`src/rtl/wr_ingress_ctrl_if.sv`:
```
// Upstream valid/ready word stream into the write-side ingress controller.
interface wr_ingress_ctrl_if #(
    parameter int unsigned DATA_WIDTH = 32
);
    logic                  s_valid;
    logic [DATA_WIDTH-1:0] s_data;
    logic                  s_last;
    logic                  s_ready;

    // Producer side of the stream.
    modport master (
        output s_valid,
        output s_data,
        output s_last,
        input  s_ready
    );

    // Ingress controller side of the stream.
    modport slave (
        input  s_valid,
        input  s_data,
        input  s_last,
        output s_ready
    );
endinterface

```
`src/rtl/wr_ingress_ctrl.sv`:
```
// Write-side ingress for an async FIFO: 2-entry skid buffer feeding the
// FIFO memory, plus registered occupancy, almost-full and packet counter.
module wr_ingress_ctrl #(
    parameter int unsigned ADDR_WIDTH   = 9,
    parameter int unsigned DATA_WIDTH   = 32,
    parameter int unsigned AFULL_THRESH = 4
) (
    input  logic                  w_clk,
    input  logic                  wrst,
    wr_ingress_ctrl_if.slave      s_if,
    input  logic                  f_full,
    input  logic [ADDR_WIDTH:0]   wptr,
    input  logic [ADDR_WIDTH:0]   rptr_gray_sync,
    output logic                  w_en,
    output logic [ADDR_WIDTH-1:0] w_addr,
    output logic [DATA_WIDTH-1:0] w_data,
    output logic [ADDR_WIDTH:0]   fill_level,
    output logic                  almost_full,
    output logic [15:0]           pkt_count
);

    localparam int unsigned PTR_W       = ADDR_WIDTH + 1;
    localparam int unsigned DEPTH       = 1 << ADDR_WIDTH;
    localparam int unsigned AFULL_LEVEL = DEPTH - AFULL_THRESH;
    localparam int unsigned CNT_W       = 16;

    typedef struct packed {
        logic                  last;
        logic [DATA_WIDTH-1:0] data;
    } entry_t;

    typedef enum logic [1:0] {
        ST_EMPTY = 2'd0,
        ST_ONE   = 2'd1,
        ST_TWO   = 2'd2
    } state_e;

    state_e            state_q, state_d;
    entry_t            head_q, head_d;
    entry_t            tail_q, tail_d;
    entry_t            in_entry;
    logic              s_ready_q, s_ready_d;
    logic              accept;
    logic              wr;
    logic [PTR_W-1:0]  rptr_bin;
    logic [PTR_W-1:0]  ptr_diff;
    logic [PTR_W-1:0]  fill_level_q;
    logic              almost_full_q, almost_full_d;
    logic [CNT_W-1:0]  pkt_count_q, pkt_count_d;

    // Handshake qualifiers: accept from upstream, write into the FIFO.
    always_comb begin
        in_entry.data = s_if.s_data;
        in_entry.last = s_if.s_last;
        accept        = s_if.s_valid && s_ready_q;
        wr            = (state_q != ST_EMPTY) && !f_full;
    end

    // Skid-buffer occupancy FSM and entry movement; head is always the oldest word.
    always_comb begin
        state_d = state_q;
        head_d  = head_q;
        tail_d  = tail_q;
        unique case (state_q)
            ST_EMPTY: begin
                if (accept) begin
                    head_d  = in_entry;
                    state_d = ST_ONE;
                end
            end
            ST_ONE: begin
                if (accept && !wr) begin
                    tail_d  = in_entry;
                    state_d = ST_TWO;
                end else if (!accept && wr) begin
                    state_d = ST_EMPTY;
                end else if (accept && wr) begin
                    // head drains this edge, so the incoming word replaces it
                    head_d  = in_entry;
                end
            end
            ST_TWO: begin
                if (wr) begin
                    head_d  = tail_q;
                    state_d = ST_ONE;
                end
            end
            default: begin
                state_d = ST_EMPTY;
            end
        endcase
        s_ready_d = (state_d != ST_TWO);
    end

    // Gray-to-binary of the synchronized read pointer.
    always_comb begin
        rptr_bin = '0;
        for (int i = 0; i < PTR_W; i++) begin
            rptr_bin[i] = ^(rptr_gray_sync >> i);
        end
    end

    // Occupancy difference (modulo pointer range), almost-full and packet count next values.
    always_comb begin
        ptr_diff      = wptr - rptr_bin;
        almost_full_d = (ptr_diff >= PTR_W'(AFULL_LEVEL));
        pkt_count_d   = pkt_count_q + CNT_W'(wr && head_q.last);
    end

    // State, buffer and status registers with synchronous reset.
    always_ff @(posedge w_clk) begin
        if (wrst) begin
            state_q       <= ST_EMPTY;
            head_q        <= '0;
            tail_q        <= '0;
            s_ready_q     <= 1'b0;
            fill_level_q  <= '0;
            almost_full_q <= 1'b0;
            pkt_count_q   <= '0;
        end else begin
            state_q       <= state_d;
            head_q        <= head_d;
            tail_q        <= tail_d;
            s_ready_q     <= s_ready_d;
            fill_level_q  <= ptr_diff;
            almost_full_q <= almost_full_d;
            pkt_count_q   <= pkt_count_d;
        end
    end

    // Output mapping.
    assign s_if.s_ready = s_ready_q;
    assign w_en         = wr;
    assign w_addr       = wptr[ADDR_WIDTH-1:0];
    assign w_data       = head_q.data;
    assign fill_level   = fill_level_q;
    assign almost_full  = almost_full_q;
    assign pkt_count    = pkt_count_q;

endmodule

```
`src/flat_wrapper.sv`:
```
// flat-port wrapper written by rule: the top's interface ports become plain ports
module wr_ingress_ctrl_flat 
#(
    parameter int unsigned ADDR_WIDTH   = 9,
    parameter int unsigned DATA_WIDTH   = 32,
    parameter int unsigned AFULL_THRESH = 4
)
  (w_clk, wrst, f_full, wptr, rptr_gray_sync, w_en, w_addr, w_data, fill_level, almost_full, pkt_count, s_if_s_valid, s_if_s_data, s_if_s_last, s_if_s_ready);
  wr_ingress_ctrl_if #(.DATA_WIDTH(DATA_WIDTH)) s_if_i ();
  input  logic w_clk;
  input  logic wrst;
  input  logic f_full;
  input  logic [ADDR_WIDTH:0] wptr;
  input  logic [ADDR_WIDTH:0] rptr_gray_sync;
  output logic w_en;
  output logic [ADDR_WIDTH-1:0] w_addr;
  output logic [DATA_WIDTH-1:0] w_data;
  output logic [ADDR_WIDTH:0] fill_level;
  output logic almost_full;
  output logic [15:0] pkt_count;
  input wire logic [$bits(s_if_i.s_valid)-1:0] s_if_s_valid;
  input wire logic [$bits(s_if_i.s_data)-1:0] s_if_s_data;
  input wire logic [$bits(s_if_i.s_last)-1:0] s_if_s_last;
  output wire logic [$bits(s_if_i.s_ready)-1:0] s_if_s_ready;
  assign s_if_i.s_valid = s_if_s_valid;
  assign s_if_i.s_data = s_if_s_data;
  assign s_if_i.s_last = s_if_s_last;
  assign s_if_s_ready = s_if_i.s_ready;
  wr_ingress_ctrl #(.ADDR_WIDTH(ADDR_WIDTH), .DATA_WIDTH(DATA_WIDTH), .AFULL_THRESH(AFULL_THRESH)) u_core (.w_clk(w_clk), .wrst(wrst), .s_if(s_if_i), .f_full(f_full), .wptr(wptr), .rptr_gray_sync(rptr_gray_sync), .w_en(w_en), .w_addr(w_addr), .w_data(w_data), .fill_level(fill_level), .almost_full(almost_full), .pkt_count(pkt_count));
endmodule
```
`config.mk`:
```
export PLATFORM = sky130hd
export DESIGN_NAME = wr_ingress_ctrl_flat
export DESIGN_NICKNAME = d
export VERILOG_FILES = /design/src/rtl/wr_ingress_ctrl_if.sv /design/src/rtl/wr_ingress_ctrl.sv /design/src/flat_wrapper.sv
export SDC_FILE = /design/constraint.sdc
export NUM_CORES = 1
export LEC_CHECK = 0
export CAP_MARGIN = 20
export CORE_ASPECT_RATIO = 1.4
export CORE_MARGIN = 2
export CORE_UTILIZATION = 43
export DETAILED_ROUTE_END_ITERATION = 10
export GPL_TIMING_DRIVEN = 0
export HOLD_SLACK_MARGIN = 0.1
export PLACE_DENSITY = 0.76
export SYNTH_ARGS = -nofsm -noshare
export SYNTH_HDL_FRONTEND = slang
export SYNTH_SLANG_ARGS = --single-unit
```
`constraint.sdc`:
```
create_clock -name w_clk -period 4.7 [get_ports w_clk]
set_clock_uncertainty 0.2 [all_clocks]
set_input_delay 0.94 -clock w_clk [delete_from_list [all_inputs] [get_ports w_clk]]
set_output_delay 0.94 -clock w_clk [all_outputs]
set_load 0.03 [all_outputs]
```
==> results.cfg, run 1 <==
[die]
die_area_sq_um = 11300
rows = 44
initial_core_util = 0.438
fp.dieW_um = 90.6
core_area_sq_um = 10300
pin_count = 127
die_h_um = 125

[synth]
synthDominantCellAreaShare = 0.426
ys_warn_count = 0
synth_area_sq_um = 4510
yosys.area.top_type = dfxtp_1
synth-seq-area-share = 0.426
synthArstFlopShare = 0
synthFlopType = dfxtp_1
syn_inst = 522
avgSynthCellArea_sq_um = 8.64
yosys_register_bits = 96
synthDistinctLibCells = 37
syn-num-nets = 591
ys_top_cells_by_area = dfxtp_1 (43%), mux2i_1 (7.3%), buf_4 (6.8%)
synth_edf_count = 0

[grt]
grt_pass1_vias = 3945
grt_pass1_wl_mm = 18.3
grt_overflow = 0
grt_max_degree = 16
track_usage = 0.198
grt_antenna_before_repair = 0

[cts]
htree_levels = 3
clkTransAtPathRegs_ns = 0.06
cts_root_buf = clkbuf_16
clk_latency_ns = 0.34
tritoncts = yes
cts-buffers-inserted = 9
clk_path_buf_depth = 2
post_cts_hold_buffer_count = 0
cts_sinks = 96

[setup_path]
cp_max_fo = 3
cp.required_ns = 4.76
ff2ff_setup_slack_ns = 2.22
setup.worst_path.start_class = input port
arrival_ns = 4.76
end_kind = flop
r2r-start = u_core.state_q[1]$_SDFF_PP0_
reg2reg_to = u_core.pkt_count[15]$_SDFF_PP0_
r2r_cells = 10
crit_type = input port to flop

[power]
p_sw_uw = 737
fin_total_pwr_uw = 2400
power_density_nw_per_um2 = 375
switching_share = 0.307
clkPwrFrac = 0.294
peakVddDrop_v = 0.000351
pwr-share-seq = 0.376
combPwrFrac = 0.329
p_leak_uw = 0.00264
p_int_uw = 1660

[timing]
tightest_slew_ns = 0.749
min_period_over_period = 1.00
clock.fmax_mhz = 213
finalMaxSlewViolations = 0
setup_viol = 0
layout_min_cycle_time_ns = 4.70
setup_tns_ns = 0
max_slew_margin = 0.501
rsz0062_at_grt = yes
whs_ns = 0.253
hold_viol = 0

[flow_run]
max_cap_viol_count = 0

[placed_design]
place_congestion = 0.861
place_inst = 785
io_buffer_count = 125
dp_hpwl_mm = 8.38

[final_layout]
nets = 740
fin_util = 0.622
diodes = 0
final-instance-count-excl-fill = 813
drive_gt1_frac = 0.130
final_cell_mix = clkdlybuf4s50_1 (122), dfxtp_1 (96), nand2_1 (78)
syn2layout_area_growth_pct = 41.9
layout_commonest_cell = clkdlybuf4s50_1

[route]
drc = 0
ant_nets = 0
via_per_inst = 4.89
wl_per_cell_um = 14.0
drtIter0Drc = 157
routed_wl_mm = 11.4
vias = 3976
drt_pass1_iterations = 4

[run_status]
status = finished clean

[worst_hold_path]
whs_endpoint = u_core.tail_q[7]$_SDFFE_PP0P_
hold_path_class = flop to flop
min_path_cells = 2
worstHoldStart = u_core.tail_q[7]$_SDFFE_PP0P_
[how the worst max path moves through the flow]
stage                           start                       endpoint  slack (ns)  cells past startpoint
detailed placement  rptr_gray_sync[9]  u_core.almost_full$_SDFF_PP0_       -0.83                     17
finish              rptr_gray_sync[8]  u_core.almost_full$_SDFF_PP0_      0.0002                     18
CTS                 rptr_gray_sync[8]  u_core.almost_full$_SDFF_PP0_       0.002                     17
floorplan           rptr_gray_sync[8]  u_core.almost_full$_SDFF_PP0_        0.02                     16
global route        rptr_gray_sync[8]  u_core.almost_full$_SDFF_PP0_       -0.18                     18
global placement    rptr_gray_sync[9]  u_core.almost_full$_SDFF_PP0_       -0.78                     17
[routing by layer]
layer | GRT usage | part of all wire | wire (um) | vias up
met3 | 0.0590 | 0.056 | 637 | 12
met4 | 0.0643 | 0.015 | 172 | 0
met2 | 0.368 | 0.54 | 6130 | 123
met5 | 0 | 0 | 0 | -
met1 | 0.211 | 0.39 | 4460 | 1840
li1 | - | - | - | 2001
[cells by family after synthesis]
logic type      synth area share
mux                       0.0733
compound gates             0.126
buf+inv                    0.102
fa+ha+maj                 0.0350
flops                      0.426
simple gates               0.164
xor+xnor                  0.0746
[timing repair]
item | 4_1_cts | 5_1_grt
setup endpoints to repair | 1 | 1
pin swaps | 14 | 16
setup buffers | 7 | 6
cloned | 0 | 0
gates resized for setup | 18 | 11
[registers in the layout (all words and copies together), names as in the netlist]
signal	flops
u_core.almost_full	1
u_core.fill_level	10
u_core.head_q	1
u_core.pkt_count	16
u_core.s_if.s_ready	1
u_core.state_q	2
u_core.tail_q	33
u_core.w_data	32
[Yosys cell counts (2+ instances only)]
| cell type | instances |
|---|---|
| a211oi_1 | 34 |
| a21oi_1 | 43 |
| a311oi_1 | 2 |
| and2_1 | 3 |
| and3_1 | 4 |
| buf_1 | 3 |
| buf_4 | 41 |
| clkbuf_1 | 27 |
| dfxtp_1 | 96 |
| ha_1 | 11 |
| inv_1 | 10 |
| mux2i_1 | 33 |
| nand2_1 | 78 |
| nand2b_1 | 2 |
| nand3_1 | 9 |
| nor2_1 | 66 |
| nor2b_1 | 5 |
| nor3_1 | 4 |
| nor3b_1 | 2 |
| o21ai_0 | 5 |
| xnor2_1 | 9 |
| xor2_1 | 17 |
| xor2_2 | 4 |
[critical path, cell delays in order]
cell and delay [ns]:
buf_2 0.13, xnor2_4 0.19, xor2_2 0.22, xor2_2 0.22, xor2_2 0.25, xor2_2 0.11, buf_6 0.14, xor2_4 0.18
buf_4 0.14, buf_4 0.13, xor2_1 0.14, ha_1 0.38, a21oi_2 0.07, o21bai_1 0.23, xnor2_1 0.14, or4_1 0.51
or4b_4 0.50, o22ai_2 0.12
[cell type report]
class,count,area [sq um]
multi-input combinational,345,2210
fill,866,3890
inverter,10,37.5
clock buffer,10,229
tap,138,173
clock inverter,5,58.8
buffer,71,420
timing repair buffer,138,1350
sequential,96,1920
[power groups by stage]
stage,combinational [uW],clock [uW],sequential (uW)
6_report,791,707,904
5_1_grt,847,763,908
4_1_cts,693,720,903
3_5_place_dp,650,0,918
3_3_place_gp,636,0,920
2_1_floorplan,353,0,979
[metrics by stage]
stage / area, sq um / worst slack (ns)
after floorplan: 4510 / 0.0219
after global placement: 5930 / -0.781
after detailed placement: 5930 / -0.831
after CTS: 6290 / 0.00161
after global routing: 6400 / -0.183
final: 6400 / 0.000237
No activity file was read; power rests on OpenSTA's default activity.
==> run 2, diff against run 1 <==
--- a/config.mk
+++ b/config.mk
@@ -12,6 +12,7 @@
 export DETAILED_ROUTE_END_ITERATION = 10
 export GPL_TIMING_DRIVEN = 0
 export HOLD_SLACK_MARGIN = 0.1
+export MAX_ROUTING_LAYER = met4
 export PLACE_DENSITY = 0.76
 export SYNTH_ARGS = -nofsm -noshare
 export SYNTH_HDL_FRONTEND = slang
==> constraint.sdc (replaced) <==
create_clock -name w_clk -period 4.23 [get_ports w_clk]
set_clock_uncertainty 0.2 [all_clocks]
set_input_delay 0.846 -clock w_clk [delete_from_list [all_inputs] [get_ports w_clk]]
set_output_delay 0.846 -clock w_clk [all_outputs]
set_load 0.03 [all_outputs]
==> results.cfg, run 2 (synthesis gave the netlist of run 1 again) <==
[grt]
grt_overflow = 0
top_usage_layer = met2
grt_max_degree = 16
grt_pass1_vias = 3974
met3_usage = 0.0434
track_usage = 0.206
use_met2 = 0.365
grt_antenna_before_repair = 0
grt_pass1_wl_mm = 18.4
grt_use_met1 = 0.226

[route]
vias = 3998
drt_pass1_iterations = 5
via_per_inst = 4.88
wl_per_cell_um = 13.8
routed_wl_mm = 11.3
drc = 0
ant_nets = 0
drtIter0Drc = 117

[setup_path]
r2r_cells = 10
crit_type = input port to flop
reg2reg_to = u_core.pkt_count[13]$_SDFF_PP0_
ff2ff_setup_slack_ns = 1.70
cp-endpoint = u_core.almost_full$_SDFF_PP0_
cp.required_ns = 4.30
cp_max_fo = 4
r2r-start = u_core.state_q[1]$_SDFF_PP0_
setup.worst_path.start_class = input port
crit_start = rptr_gray_sync[8]
end_kind = flop
arrival_ns = 4.56

[final_layout]
drive_gt1_frac = 0.137
layout_commonest_cell = clkdlybuf4s50_1
syn2layout_area_growth_pct = 42.7
nets = 745
n_fill_cell = 883
regMostFlops = u_core.tail_q
final_cell_mix = clkdlybuf4s50_1 (122), dfxtp_1 (96), nand2_1 (78)
largest_reg_flops = 33
register_area_sq_um = 1920
multi_input_area_sq_um = 2190
diodes = 0

[power]
power_density_nw_per_um2 = 417
p_leak_uw = 0.00267
peakVddDrop_v = 0.000342
fin_total_pwr_uw = 2680

[flow_run]
max_cap_viol_count = 0

[timing]
setup_viol = 1
whs_ns = 0.257
tightest_slew_ns = 0.752
clock.fmax_mhz = 223
max_slew_margin = 0.499
finalMaxSlewViolations = 0
layout_min_cycle_time_ns = 4.49
min_period_over_period = 1.06
layout_setup_ws_ns = -0.257
hold_viol = 0
rsz0062_at_grt = yes

[placed_design]
dp_hpwl_mm = 8.42
place_congestion = 0.876
io_buffer_count = 125

[die]
rows = 44
die_area_sq_um = 11300
pin_count = 127
initial_core_util = 0.438
fp.dieW_um = 90.6
die_h_um = 125
core_area_sq_um = 10300

[cts]
tritoncts = yes
post_cts_hold_buffer_count = 0
clkTransAtPathRegs_ns = 0.07
htree_levels = 3
clk_latency_ns = 0.34
cts_root_buf = clkbuf_16
cts-buffers-inserted = 9
clk_path_buf_depth = 2
cts_sinks = 96

[run_status]
status = finished, violations left
violations = negative setup slack

[worst_hold_path]
hold_path_class = flop to flop
## run 2: cell types whose count changed in the layout (fill, tap and decap cells not counted), moves of 2 or more
cell / change
xnor2_2: +2
buf_8: +2
buf_6: +3
xnor2_1: -2
## run 2: worst min path at each step
stage	end	start	cells after the start
6_report	u_core.tail_q[18]$_SDFFE_PP0P_	u_core.tail_q[18]$_SDFFE_PP0P_	2
5_1_grt	u_core.tail_q[28]$_SDFFE_PP0P_	u_core.tail_q[28]$_SDFFE_PP0P_	2
4_1_cts	u_core.tail_q[18]$_SDFFE_PP0P_	u_core.tail_q[18]$_SDFFE_PP0P_	2
3_5_place_dp	u_core.tail_q[18]$_SDFFE_PP0P_	u_core.tail_q[18]$_SDFFE_PP0P_	2
3_3_place_gp	u_core.tail_q[3]$_SDFFE_PP0P_	u_core.tail_q[3]$_SDFFE_PP0P_	2
2_1_floorplan	u_core.tail_q[0]$_SDFFE_PP0P_	u_core.tail_q[0]$_SDFFE_PP0P_	2
## run 2: layout make-up
| type | count | area share |
|---|---|---|
| timing repair buffer | 143 | 0.220 |
| inverter | 10 | 0.00583 |
| clock buffer | 12 | 0.0383 |
| clock inverter | 4 | 0.00447 |
| multi-input combinational | 345 | 0.341 |
| buffer | 71 | 0.0653 |
| sequential | 96 | 0.299 |
| tap | 138 | 0.0268 |
## run 2: report_power, final
part           switching (uW)  total [uW]  internal [uW]
clock                     340         756            416
combinational             458         924            466
sequential               33.4        1000            971
## run 2: timing repair
action / in CTS / in global routing
gates resized for setup: 26 / 9
buffers inserted: 18 / 4
pin swaps: 15 / 14
cloned: 0 / 0
setup endpoints to repair: 6 / 5
## run 2: through the flow
step | setup TNS (ns) | instances | worst slack [ns] | cell area [sq um] | util
2_1_floorplan | -0.290 | 522 | -0.290 | 4530 | -
3_3_place_gp | -4.27 | 785 | -1.18 | 5950 | 0.578
3_5_place_dp | -4.81 | 785 | -1.24 | 5950 | 0.578
4_1_cts | -0.419 | 819 | -0.290 | 6400 | 0.622
5_1_grt | -0.621 | 819 | -0.453 | 6430 | 0.625
6_report | -0.257 | 819 | -0.257 | 6430 | 0.625
## run 2: critical path: stages
cell and delay, ns:
buf_8 0.10, xnor2_4 0.18, xor2_2 0.23, xor2_2 0.23
xor2_2 0.24, xor2_2 0.16, buf_6 0.14, xor2_4 0.21
xnor2_2 0.08, ha_2 0.19, fa_2 0.41, inv_2 0.06
a21oi_2 0.05, o21bai_2 0.20, xnor2_2 0.08, or4_1 0.53
or4b_4 0.50, o22ai_2 0.11
## run 2: routing by layer
| metal | routed length, um | share of wire | vias up |
|---|---|---|---|
| met5 | 0 | 0 | - |
| li1 | - | - | 2006 |
| met2 | 5930 | 0.52 | 148 |
| met3 | 630 | 0.056 | 18 |
| met4 | 174 | 0.015 | 0 |
| met1 | 4600 | 0.41 | 1826 |
==> run 3, diff against run 2 <==
--- a/config.mk
+++ b/config.mk
@@ -5,15 +5,17 @@
 export SDC_FILE = /design/constraint.sdc
 export NUM_CORES = 1
 export LEC_CHECK = 0
+export ABC_AREA = 1
 export CAP_MARGIN = 20
 export CORE_ASPECT_RATIO = 1.4
 export CORE_MARGIN = 2
-export CORE_UTILIZATION = 43
+export CORE_UTILIZATION = 57
 export DETAILED_ROUTE_END_ITERATION = 10
+export DONT_BUFFER_PORTS = 1
 export GPL_TIMING_DRIVEN = 0
 export HOLD_SLACK_MARGIN = 0.1
 export MAX_ROUTING_LAYER = met4
-export PLACE_DENSITY = 0.76
+export PLACE_DENSITY = 0.75
 export SYNTH_ARGS = -nofsm -noshare
 export SYNTH_HDL_FRONTEND = slang
 export SYNTH_SLANG_ARGS = --single-unit
==> results.cfg, run 3 <==
[setup_path]
cp.depth = 18
arrival_ns = 3.01
setup.worst_path.start_class = input port
slowest_stage = fa_1
crit_type = input port to flop
crit_start = rptr_gray_sync[3]
cp_top_family = simple AND/OR/NAND/NOR gates
r2r_cells = 11
cp_num_buf_inv = 2
end_kind = flop
reg2reg_to = u_core.pkt_count[12]$_SDFF_PP0_
cp.required_ns = 4.31
ff2ff_setup_slack_ns = 1.81
cp_max_fo = 3
r2r-start = u_core.state_q[0]$_SDFF_PP0_
max_stage_delay_ns = 0.40
crit_top_cell = nand2_1
path_cells = xnor2_1, xnor2_1, nand2_1, nand2_1, nand2_1, nand2_1, inv_1, ha_1, fa_1, inv_1, nand3_1, nand2_1, nand2_1, nand2_1, nand3_1, nor2_1, nand3_1, nand2_1

[synth]
synth.most_common_cell = nand2_1
synth_common_cells = nand2_1 (129), dfxtp_1 (96), inv_1 (74)
synth_edf_count = 0
synth_fa_ha_area_frac = 0.0332
yosys.area.top_type = dfxtp_1
synth_area_sq_um = 4750
synth_compound_area_frac = 0.182
synth_top_family_by_area = compound AO/OA/AOI/OAI gates
synthArstFlopShare = 0
synthDistinctLibCells = 34
yosys_register_bits = 96
synth_xor_area_frac = 0.0443
synthFlopType = dfxtp_1
ys_warn_count = 0
synth-seq-area-share = 0.405
syn_inst = 641
avgSynthCellArea_sq_um = 7.41
synthDominantCellAreaShare = 0.405
ys_top_cells_by_area = dfxtp_1 (40%), nand2_1 (10%), buf_4 (6.5%)
yosys.area_share.simple = 0.180
syn-num-nets = 710
synthMuxAreaShare = 0

[cts]
cts-buffers-inserted = 9
htree_levels = 3
clk_latency_ns = 0.34
post_cts_hold_buffer_count = 0
cts_root_buf = clkbuf_16
cts_resized = 0
clk_path_buf_depth = 2
postCtsSetupBuffers = 0
tritoncts = yes
clkTransAtPathRegs_ns = 0.06
cts_sinks = 96

[worst_hold_path]
worstHoldStart = u_core.tail_q[8]$_SDFFE_PP0P_
whs_endpoint = u_core.tail_q[8]$_SDFFE_PP0P_
min_path_cells = 2
hold_path_class = flop to flop

[final_layout]
final-instance-count-excl-fill = 759
final_cell_mix = nand2_1 (129), dfxtp_1 (96), inv_1 (74)
fin_util = 0.638
largest_reg_flops = 33
regMostFlops = u_core.tail_q
drive_gt1_frac = 0.129
nets = 721
layout_commonest_cell = nand2_1
diodes = 0
syn2layout_area_growth_pct = 9.46

[timing]
min_period_over_period = 0.692
clock.fmax_mhz = 341
finalMaxSlewViolations = 0
tightest_slew_ns = 0.656
max_slew_margin = 0.561
hold_viol = 0
whs_ns = 0.244
setup_viol = 0
rsz0062_at_grt = no
setup_tns_ns = 0
layout_min_cycle_time_ns = 2.93

[route]
wl_per_cell_um = 13.8
vias = 4026
drc = 0
via_per_inst = 5.30
routed_wl_mm = 10.4
ant_nets = 0
drt_pass1_iterations = 5
drtIter0Drc = 219

[placed_design]
place_inst = 743
io_buffer_count = 0
dp_hpwl_mm = 7.95
place_congestion = 0.839

[grt]
grt_pass1_vias = 3954
grt_antenna_before_repair = 0
track_usage = 0.246
grt_max_degree = 17
grt_overflow = 0
grt_pass1_wl_mm = 17.1

[die]
core_area_sq_um = 8150
pin_count = 127
die_area_sq_um = 9090
rows = 39
die_h_um = 112
initial_core_util = 0.583
fp.dieW_um = 81.1

[power]
p_leak_uw = 0.00219
fin_total_pwr_uw = 2400
peakVddDrop_v = 0.000323
power_density_nw_per_um2 = 462

[run_status]
status = finished clean

[flow_run]
max_cap_viol_count = 0
[run 3: area by class of cell]
cell class,count,area (sq um)
fill,726,2950
multi-input combinational,397,2080
sequential,96,1920
buffer,69,443
inverter,79,299
clock buffer,10,229
tap,102,128
clock inverter,6,92.6
[run 3: stage by stage]
| step | setup slack (ns) | instance area [sq um] |
|---|---|---|
| final | 1.30 | 5200 |
| after global routing | 1.03 | 5200 |
| after CTS | 1.33 | 5200 |
| after detailed placement | 0.980 | 4880 |
| after global placement | 1.02 | 4880 |
| after floorplan | 1.21 | 4750 |
[run 3: how the worst max path moves through the flow]
stage | end
after floorplan | u_core.almost_full$_SDFF_PP0_
after global placement | u_core.almost_full$_SDFF_PP0_
after detailed placement | u_core.almost_full$_SDFF_PP0_
after CTS | u_core.almost_full$_SDFF_PP0_
after global routing | u_core.almost_full$_SDFF_PP0_
final | u_core.almost_full$_SDFF_PP0_
[run 3: cell families (layout without fill, tap and decap cells)]
kind of cell             count (synthesis)  count (layout)
AND/OR/NAND/NOR                        202             202
XOR/XNOR                                21              21
buffers and inverters                  148             164
flip-flops                              96              96
adder cells (fa/ha/maj)                 12              12
AO/OA/AOI/OAI                          162             162
[run 3: worst min-delay path: stages, from the launching register on]
cell and delay [ns]:
dfxtp_1 0.31, inv_1 0.04, a21oi_1 0.05
[run 3: power by group]
group,internal [uW],switching [uW]
sequential,967,86.8
combinational,184,304
clock,521,339
[run 3: layer usage]
metal	wire length [um]	global-route usage	vias to the layer above
li1	-	-	2060
met1	4070	0.257	1831
met2	5460	0.426	119
met3	704	0.0632	16
met4	205	0.106	0
met5	0	-	-
